===== config.mk =====
export PLATFORM = sky130hd
export DESIGN_NAME = bp_net_seq_flat
export DESIGN_NICKNAME = d
export VERILOG_FILES = /design/src/rtl/bp_net_seq_if.sv /design/src/rtl/bp_net_seq.sv /design/src/flat_wrapper.sv
export SDC_FILE = /design/constraint.sdc
export NUM_CORES = 1
export LEC_CHECK = 0
export BUFFER_PORTS_ARGS = -buffer_cell sky130_fd_sc_hd__buf_2
export CAP_MARGIN = 10
export CORE_AREA = 2 2 142 144
export CTS_BUF_LIST = sky130_fd_sc_hd__clkbuf_4
export DETAILED_ROUTE_END_ITERATION = 16
export DIE_AREA = 0 0 144 146
export SLEW_MARGIN = 20
export SYNTH_ARGS = -nofsm -noshare
export SYNTH_HDL_FRONTEND = slang
export SYNTH_SLANG_ARGS = --single-unit
export TNS_END_PERCENT = 10

===== constraint.sdc =====
create_clock -name clk -period 5.85 [get_ports clk]
set_clock_uncertainty 0.15 [all_clocks]
set_input_delay 0.2925 -clock clk [delete_from_list [all_inputs] [get_ports clk]]
set_output_delay 0.2925 -clock clk [all_outputs]
set_load 0.01 [all_outputs]

===== src/rtl/bp_net_seq_if.sv =====
// Sample-in and result-out streams of the BP inference sequencer.
// The sequencer uses the slave modport. The producer/consumer uses the master modport.
interface bp_net_seq_if #(
    parameter int XW = 9,
    parameter int DW = 32
);
    logic          in_valid;
    logic          in_ready;
    logic [XW-1:0] in_x;
    logic          out_valid;
    logic          out_ready;
    logic [DW-1:0] out_y;

    modport slave (
        input  in_valid, in_x, out_ready,
        output in_ready, out_valid, out_y
    );

    modport master (
        output in_valid, in_x, out_ready,
        input  in_ready, out_valid, out_y
    );
endinterface


===== src/rtl/bp_net_seq.sv =====
// Inference sequencer for the two-layer BP network: sample -> layer 1 -> layer 2 -> result.
// Owns the shared weight ROM address mux and aborts any stage that overruns TIMEOUT cycles.
module bp_net_seq #(
    parameter int XW      = 9,
    parameter int DW      = 32,
    parameter int NH      = 4,
    parameter int AW      = 6,
    parameter int L2_BASE = 40,
    parameter int TIMEOUT = 255
) (
    input  logic               clk,
    input  logic               rst,
    bp_net_seq_if.slave        str,

    output logic               l1_en_o,
    output logic [XW-1:0]      l1_x_o,
    input  logic               l1_valid_i,
    input  logic [NH*DW-1:0]   l1_y_i,
    input  logic [AW-1:0]      l1_rom_addr_i,

    output logic               l2_en_o,
    output logic [NH*DW-1:0]   l2_h_o,
    input  logic               l2_valid_i,
    input  logic [DW-1:0]      l2_y_i,
    input  logic [AW-1:0]      l2_rom_addr_i,

    output logic [AW-1:0]      rom_addr_o,
    output logic               busy_o,
    output logic               err_timeout_o
);
    localparam int CW = 8;

    typedef enum logic [1:0] {
        IDLE = 2'd0,
        L1   = 2'd1,
        L2   = 2'd2,
        OUT  = 2'd3
    } state_t;

    state_t             state_q;
    logic [CW-1:0]      cnt_q;
    logic [CW-1:0]      cnt_d;
    logic               l1_en_q;
    logic               l2_en_q;
    logic               out_valid_q;
    logic               in_ready_q;
    logic               busy_q;
    logic               err_q;
    logic [XW-1:0]      l1_x_q;
    logic [NH*DW-1:0]   l2_h_q;
    logic [DW-1:0]      out_y_q;
    logic [AW-1:0]      l2_addr_abs;

    // Saturating stage counter: sticks at all-ones instead of wrapping.
    assign cnt_d = (cnt_q == {CW{1'b1}}) ? cnt_q : cnt_q + 1'b1;

    always_ff @(posedge clk) begin
        if (rst) begin
            state_q     <= IDLE;
            cnt_q       <= '0;
            l1_en_q     <= 1'b0;
            l2_en_q     <= 1'b0;
            out_valid_q <= 1'b0;
            in_ready_q  <= 1'b1;
            busy_q      <= 1'b0;
            err_q       <= 1'b0;
            l1_x_q      <= '0;
            l2_h_q      <= '0;
            out_y_q     <= '0;
        end else begin
            err_q <= 1'b0;
            unique case (state_q)
                IDLE: begin
                    if (str.in_valid) begin
                        l1_x_q     <= str.in_x;
                        cnt_q      <= '0;
                        l1_en_q    <= 1'b1;
                        in_ready_q <= 1'b0;
                        busy_q     <= 1'b1;
                        state_q    <= L1;
                    end
                end
                L1: begin
                    // A valid arriving on the last allowed cycle still beats the abort.
                    if (l1_valid_i) begin
                        l2_h_q  <= l1_y_i;
                        cnt_q   <= '0;
                        l1_en_q <= 1'b0;
                        l2_en_q <= 1'b1;
                        state_q <= L2;
                    end else if (cnt_q == CW'(TIMEOUT)) begin
                        l1_en_q    <= 1'b0;
                        err_q      <= 1'b1;
                        in_ready_q <= 1'b1;
                        busy_q     <= 1'b0;
                        state_q    <= IDLE;
                    end else begin
                        cnt_q <= cnt_d;
                    end
                end
                L2: begin
                    if (l2_valid_i) begin
                        out_y_q     <= l2_y_i;
                        cnt_q       <= '0;
                        l2_en_q     <= 1'b0;
                        out_valid_q <= 1'b1;
                        state_q     <= OUT;
                    end else if (cnt_q == CW'(TIMEOUT)) begin
                        l2_en_q    <= 1'b0;
                        err_q      <= 1'b1;
                        in_ready_q <= 1'b1;
                        busy_q     <= 1'b0;
                        state_q    <= IDLE;
                    end else begin
                        cnt_q <= cnt_d;
                    end
                end
                OUT: begin
                    if (str.out_ready) begin
                        out_valid_q <= 1'b0;
                        in_ready_q  <= 1'b1;
                        busy_q      <= 1'b0;
                        state_q     <= IDLE;
                    end
                end
                default: begin
                    state_q <= IDLE;
                end
            endcase
        end
    end

    // Layer-2 addresses are relative to its block of the ROM and wrap at the ROM size.
    assign l2_addr_abs = AW'(L2_BASE) + l2_rom_addr_i;

    always_comb begin
        rom_addr_o = '0;
        if (state_q == L1) begin
            rom_addr_o = l1_rom_addr_i;
        end else if (state_q == L2) begin
            rom_addr_o = l2_addr_abs;
        end
    end

    assign l1_en_o       = l1_en_q;
    assign l1_x_o        = l1_x_q;
    assign l2_en_o       = l2_en_q;
    assign l2_h_o        = l2_h_q;
    assign str.in_ready  = in_ready_q;
    assign str.out_valid = out_valid_q;
    assign str.out_y     = out_y_q;
    assign busy_o        = busy_q;
    assign err_timeout_o = err_q;
endmodule


===== src/flat_wrapper.sv =====
// flat-port wrapper written by rule: the top's interface ports become plain ports
module bp_net_seq_flat 
#(
    parameter int XW      = 9,
    parameter int DW      = 32,
    parameter int NH      = 4,
    parameter int AW      = 6,
    parameter int L2_BASE = 40,
    parameter int TIMEOUT = 255
)
  (clk, rst, l1_en_o, l1_x_o, l1_valid_i, l1_y_i, l1_rom_addr_i, l2_en_o, l2_h_o, l2_valid_i, l2_y_i, l2_rom_addr_i, rom_addr_o, busy_o, err_timeout_o, str_in_valid, str_in_x, str_out_ready, str_in_ready, str_out_valid, str_out_y);
  bp_net_seq_if #(.XW(XW), .DW(DW)) str_i ();
  input  logic clk;
  input  logic rst;
  output logic l1_en_o;
  output logic [XW-1:0] l1_x_o;
  input  logic l1_valid_i;
  input  logic [NH*DW-1:0] l1_y_i;
  input  logic [AW-1:0] l1_rom_addr_i;
  output logic l2_en_o;
  output logic [NH*DW-1:0] l2_h_o;
  input  logic l2_valid_i;
  input  logic [DW-1:0] l2_y_i;
  input  logic [AW-1:0] l2_rom_addr_i;
  output logic [AW-1:0] rom_addr_o;
  output logic busy_o;
  output logic err_timeout_o;
  input wire logic [$bits(str_i.in_valid)-1:0] str_in_valid;
  input wire logic [$bits(str_i.in_x)-1:0] str_in_x;
  input wire logic [$bits(str_i.out_ready)-1:0] str_out_ready;
  output wire logic [$bits(str_i.in_ready)-1:0] str_in_ready;
  output wire logic [$bits(str_i.out_valid)-1:0] str_out_valid;
  output wire logic [$bits(str_i.out_y)-1:0] str_out_y;
  assign str_i.in_valid = str_in_valid;
  assign str_i.in_x = str_in_x;
  assign str_i.out_ready = str_out_ready;
  assign str_in_ready = str_i.in_ready;
  assign str_out_valid = str_i.out_valid;
  assign str_out_y = str_i.out_y;
  bp_net_seq #(.XW(XW), .DW(DW), .NH(NH), .AW(AW), .L2_BASE(L2_BASE), .TIMEOUT(TIMEOUT)) u_core (.clk(clk), .rst(rst), .str(str_i), .l1_en_o(l1_en_o), .l1_x_o(l1_x_o), .l1_valid_i(l1_valid_i), .l1_y_i(l1_y_i), .l1_rom_addr_i(l1_rom_addr_i), .l2_en_o(l2_en_o), .l2_h_o(l2_h_o), .l2_valid_i(l2_valid_i), .l2_y_i(l2_y_i), .l2_rom_addr_i(l2_rom_addr_i), .rom_addr_o(rom_addr_o), .busy_o(busy_o), .err_timeout_o(err_timeout_o));
endmodule

**Yosys cells after proc, flatten, opt, wreduce, memory -nomap -nowiden**

Cells that the tools add are included.

- Add/subtract/negate cells: 2
- Equality and inequality tests: 12
- Mux-type cells: 37
- Reduce and logical (&&, ||, !) cells: 14

Operators by type and width:

| cell | count |
|---|---|
| $mux 8 | 4 |
| $pmux 8 s3 | 1 |
| $mux 1 | 18 |
| $mux 6 | 2 |
| $ne 2x2->1 const B | 6 |
| $mux 2 | 5 |
| $reduce_and 2->1 | 5 |
| $reduce_and 3->1 | 3 |
| $add 8x1->8 const B | 1 |
| $eq 8x8->1 const B | 1 |
| $pmux 1 s2 | 4 |
| $pmux 1 s4 | 2 |
| $pmux 2 s4 | 1 |
| $add 6x6->6 const A | 1 |
| $ne 3x2->1 const B | 2 |
| $reduce_bool 2->1 | 3 |
| $eq 2x2->1 const B | 2 |
| $reduce_and 4->1 | 1 |
| $reduce_bool 3->1 | 1 |
| $eq 2x1->1 const B | 1 |
| $logic_not 2->1 | 1 |

- Bits in registers: 185
- Output and inout port bits: 181
- Word-level logic and storage cells: 76

**Logic depth before layout (Yosys ltp)**

- Depth in word-level cells: 4
- Gate-level depth with buffers: 8

**Worst setup path before layout**

Ideal clock, no wire load.

- Path type: reg-to-reg
- Start point: register u_core.state_q[0]
- End point: register u_core.busy_q (netlist: u_core.busy_o)
- Data arrival time: 1811 ps
- Required time: 5628 ps
- Path slack: 3818 ps
- Cell stages (with the launch flop): 8
- Period minus slack after synthesis: 2032 ps
- Path through: dfxtp_1 -> inv_1 -> ha_1 -> and2_1 -> clkbuf_1 -> or4_1 -> a21oi_1 -> mux2i_1

- Longest elaborated chain between the ends: 3
- Elaborated cells on any way between the ends: 10

Ends and longest elaborated chain:

| what | RTL line | source |
|---|---|---|
| start: declaration | bp_net_seq.sv:40 | `state_t state_q;` |
| start signal: assignment | bp_net_seq.sv:59 | `state_q <= IDLE;` |
| start signal: assignment | bp_net_seq.sv:80 | `state_q <= L1;` |
| start signal: assignment | bp_net_seq.sv:90 | `state_q <= L2;` |
| $eq 2x2->1, or another cell as far along | bp_net_seq.sv:72 | `unique case (state_q)` |
| $ne 2x2->1 (no line) | n/a |  |
| $reduce_and 4->1 (no line) | n/a |  |
| end signal: assignment | bp_net_seq.sv:65 | `busy_q <= 1'b0;` |
| end signal: assignment | bp_net_seq.sv:79 | `busy_q <= 1'b1;` |
| end signal: assignment | bp_net_seq.sv:95 | `busy_q <= 1'b0;` |
| end: declaration | bp_net_seq.sv:47 | `logic busy_q;` |

Parallel ways exist; a longest one is shown, timed or not.
A chain may end at the register's enable or synchronous reset.

**Worst setup path after layout**

- Start point: register u_core.state_q[0]
- End point: register u_core.l2_h_q[19] (netlist: u_core.l2_h_o[19])

- Longest elaborated chain between the ends: 2

Ends and longest elaborated chain:

| what | RTL line | source |
|---|---|---|
| $eq 2x1->1 | bp_net_seq.sv:72 |  |
| $reduce_and 2->1 (no line) | n/a |  |
| end signal: assignment | bp_net_seq.sv:86 | `l2_h_q <= l1_y_i;` |
| end: declaration | bp_net_seq.sv:50 | `logic [NH*DW-1:0] l2_h_q;` |

Every way passes these cells.

==> run summary <==
Max VDD drop = 0.000143 V
Area of the multi-input gates = 2780 sq um
Actual slew at the worst max-slew pin = 0.814 ns
Final Util = 55.6%
#FFs+latches synth = 185
Routed wire per std cell = 14.3 um
CP max-delay cell = buf_4
Clock Latency Late Sink = 0.55 ns
Min Clock Period, post-route = 2.89 ns
CP max FO = 76
Crit-path max cell delay = 0.74 ns
Hold wc startpoint = str_in_valid
Crit path launch type = flip-flop
Antenna Nets Post-Route = 0
Cts bufs inserted = 17
Cell Area, Synth = 6740 sq um
Post-Syn Instances = 858
GRT Residual Overflow = 0
Setup TNS = 0 ns
Cell taking the most area after synthesis = dfxtp_1
Routability cong. = 0.818
Layout area overhead = 59.5%
Layout Nets = 1,555
Power Density = 244 nW/um^2
TritonCTS clock tree = built
Initial antenna violation count = 1
Register-to-Register Path Depth = 5
Fin crit share = 49.5%
Synth top area share = 54.9%
Die H = 146 um
Root Driver = clkbuf_4
TritonCTS sink count = 185
Final Hold Vio Count = 0
Setup violations, final = 0
Share of cells above drive strength 1 = 29.6%
Resize count post-CTS = 0
FF/Latch Area = 3700 sq um
Origin of the critical flop-to-flop path = u_core.state_q[0]
Clk buf depth = 2
Relative slew slack = 45.7%
Die width = 144 um
Top post-synthesis cells by area = dfxtp_1 55%, nand2_1 20%, a21oi_1 13%, clkbuf_1 3.0%, ha_1 1.1%
# fillers = 1,817
Top cells by count, synth = 351 x nand2_1, 185 x dfxtp_1, 176 x a21oi_1
# rows = 51
Core Region = 19,300 sq um
DR pass1 iterations = 4
Distinct cells, synth = 38
Arr. time, crit path = 3.23 ns
R2r setup slk = 2.96 ns
DR vias = 7,564
WL final = 23,400 um
Max Clk Rate = 345 MHz
Via density = 4.62
WHS Endpoint = u_core.l1_en_o
Number of synthesized flops with an enable pin = 0
RSZ-0062 raised after global routing = no
Status = finished, final reports clean
Gr usage total = 21.6%
FFs w/ async S/R, synth = 0%
Critical path class = reg -> reg
Leakage power = 0.00484 uW
Most common cell in the synthesized netlist = nand2_1
Ys flop type = dfxtp_1
# DRC = 0
Clock transition at path regs = 0.16 ns
Initial DRC Count = 333
Yosys Warn Count = 0
Worst Hold Path Cells = 4
Quantity of I/O buffers inserted on ports = 367
Synthesized area per cell = 7.86 sq um
CP cell instances = ha_1, and2_4, buf_4, nand2_1, a21oi_1
Final-report max-slew violation count = 0
IO Pins = 368
Crit path capture type = flip-flop
# H-tree levels = 4
Syn nets = 1,051
CP Data Required Time = 6.19 ns
Vias in the first global route = 7,404
First-pass GRT wire length = 36,500 um
Largest net degree at the start of global routing = 77
Worst r2r dst = u_core.l2_h_o[19]
Post-DP HPWL = 14,800 um
Max-cap violations = 0
Register area share after synthesis = 54.9%
HP Class = in -> reg
Initial Util = 34.9%
Total die area = 21,000 sq um
-- critical path, delay by kind of cell (launching register included) --
kind            cells  cell delay, ns
simple gates        2            0.76
buf+inv             1            0.74
fa+ha+maj           1            0.49
flops               1            0.43
compound gates      1            0.20
-- how the worst max path moves through the flow --
stage	from	endpoint	slack, ns	cells past startpoint
3_5_place_dp	u_core.state_q[1]	u_core.l2_h_o[30]	3.00	6
6_report	u_core.state_q[0]	u_core.l2_h_o[19]	2.96	5
3_3_place_gp	u_core.state_q[1]	u_core.l2_h_o[11]	3.06	6
5_1_grt	u_core.state_q[0]	u_core.l2_h_o[19]	2.71	5
2_1_floorplan	u_core.state_q[0]	u_core.busy_o	3.82	7
4_1_cts	u_core.state_q[0]	u_core.l2_h_o[31]	2.98	5
-- where the power goes --
group / switching, uW / leakage (uW) / internal [uW]
clock: 455 / 0.000152 / 299
sequential: 35.8 / 0.00150 / 1330
combinational: 268 / 0.00318 / 236
-- logic make-up after synthesis --
kind of cell	synth area share (%)
and+or+nand+nor	22.9
buffers and inverters	3.97
xor gates and xnor gates	0.390
adders and majority gates	1.11
AOI/OAI and AO/OA	16.4
DFF	54.9
muxes	0.297
-- through the flow --
| stage | instances | cell area, sq um | setup WS, ns | power, uW | hold WS (ns) |
|---|---|---|---|---|---|
| 4_1_cts | 1638 | 10700 | 2.98 | 2660 | 0.0193 |
| 3_5_place_dp | 1435 | 8720 | 3.00 | 1800 | 0.293 |
| 3_3_place_gp | 1435 | 8720 | 3.06 | 1800 | 0.288 |
| 6_report | 1639 | 10800 | 2.96 | 2630 | 0.0984 |
| 2_1_floorplan | 858 | 6740 | 3.82 | 1620 | 0.278 |
| 5_1_grt | 1639 | 10800 | 2.71 | 2780 | 0.0293 |
-- repair_timing --
| item | 4_1_cts | 5_1_grt |
|---|---|---|
| hold endpoints to repair | 174 | 0 |
| hold buffers | 173 | 0 |
| setup buffers | 0 | 0 |
-- final cells by class --
class                      instances  share of cell area, %
inverter                           5                  0.175
sequential                       185                   34.4
tap                              265                   3.08
antenna                            1                 0.0233
clock buffer                      17                   1.19
timing repair buffer             546                   33.6
clock inverter                    13                   1.58
multi-input combinational        607                   25.9
-- metal layers --
metal  global-route usage [%]  vias up  share of wire, %  wire length (um)
met2                     37.1      287                49             11500
li1                         -     3799                 -                 -
met3                     6.88       32               7.7              1790
met4                     6.96        0               1.8               431
met1                     25.3     3446                41              9690
met5                        0        -                 0                 0
-- sequential cells by signal (all words and copies together) (netlist names) --
| register | cells |
|---|---|
| u_core.busy_o | 1 |
| u_core.cnt_q | 8 |
| u_core.err_timeout_o | 1 |
| u_core.l1_en_o | 1 |
| u_core.l1_x_o | 9 |
| u_core.l2_en_o | 1 |
| u_core.l2_h_o | 128 |
| u_core.state_q | 2 |
| u_core.str.in_ready | 1 |
| u_core.str.out_valid | 1 |
| u_core.str.out_y | 32 |
-- layout by cell type, fill, tap and decap left out, drive strengths merged, types with 6 or more instances in the layout --
cell type | netlist | layout
buf | 7 | 373
clkbuf | 54 | 17
a21oi | 176 | 176
o21ai | 7 | 7
dfxtp | 185 | 185
nand2 | 351 | 351
nor2 | 10 | 10
inv | 5 | 9
dlygate4sd3 | 0 | 173
ha | 6 | 6
No activity file was read; power rests on OpenSTA's default activity.
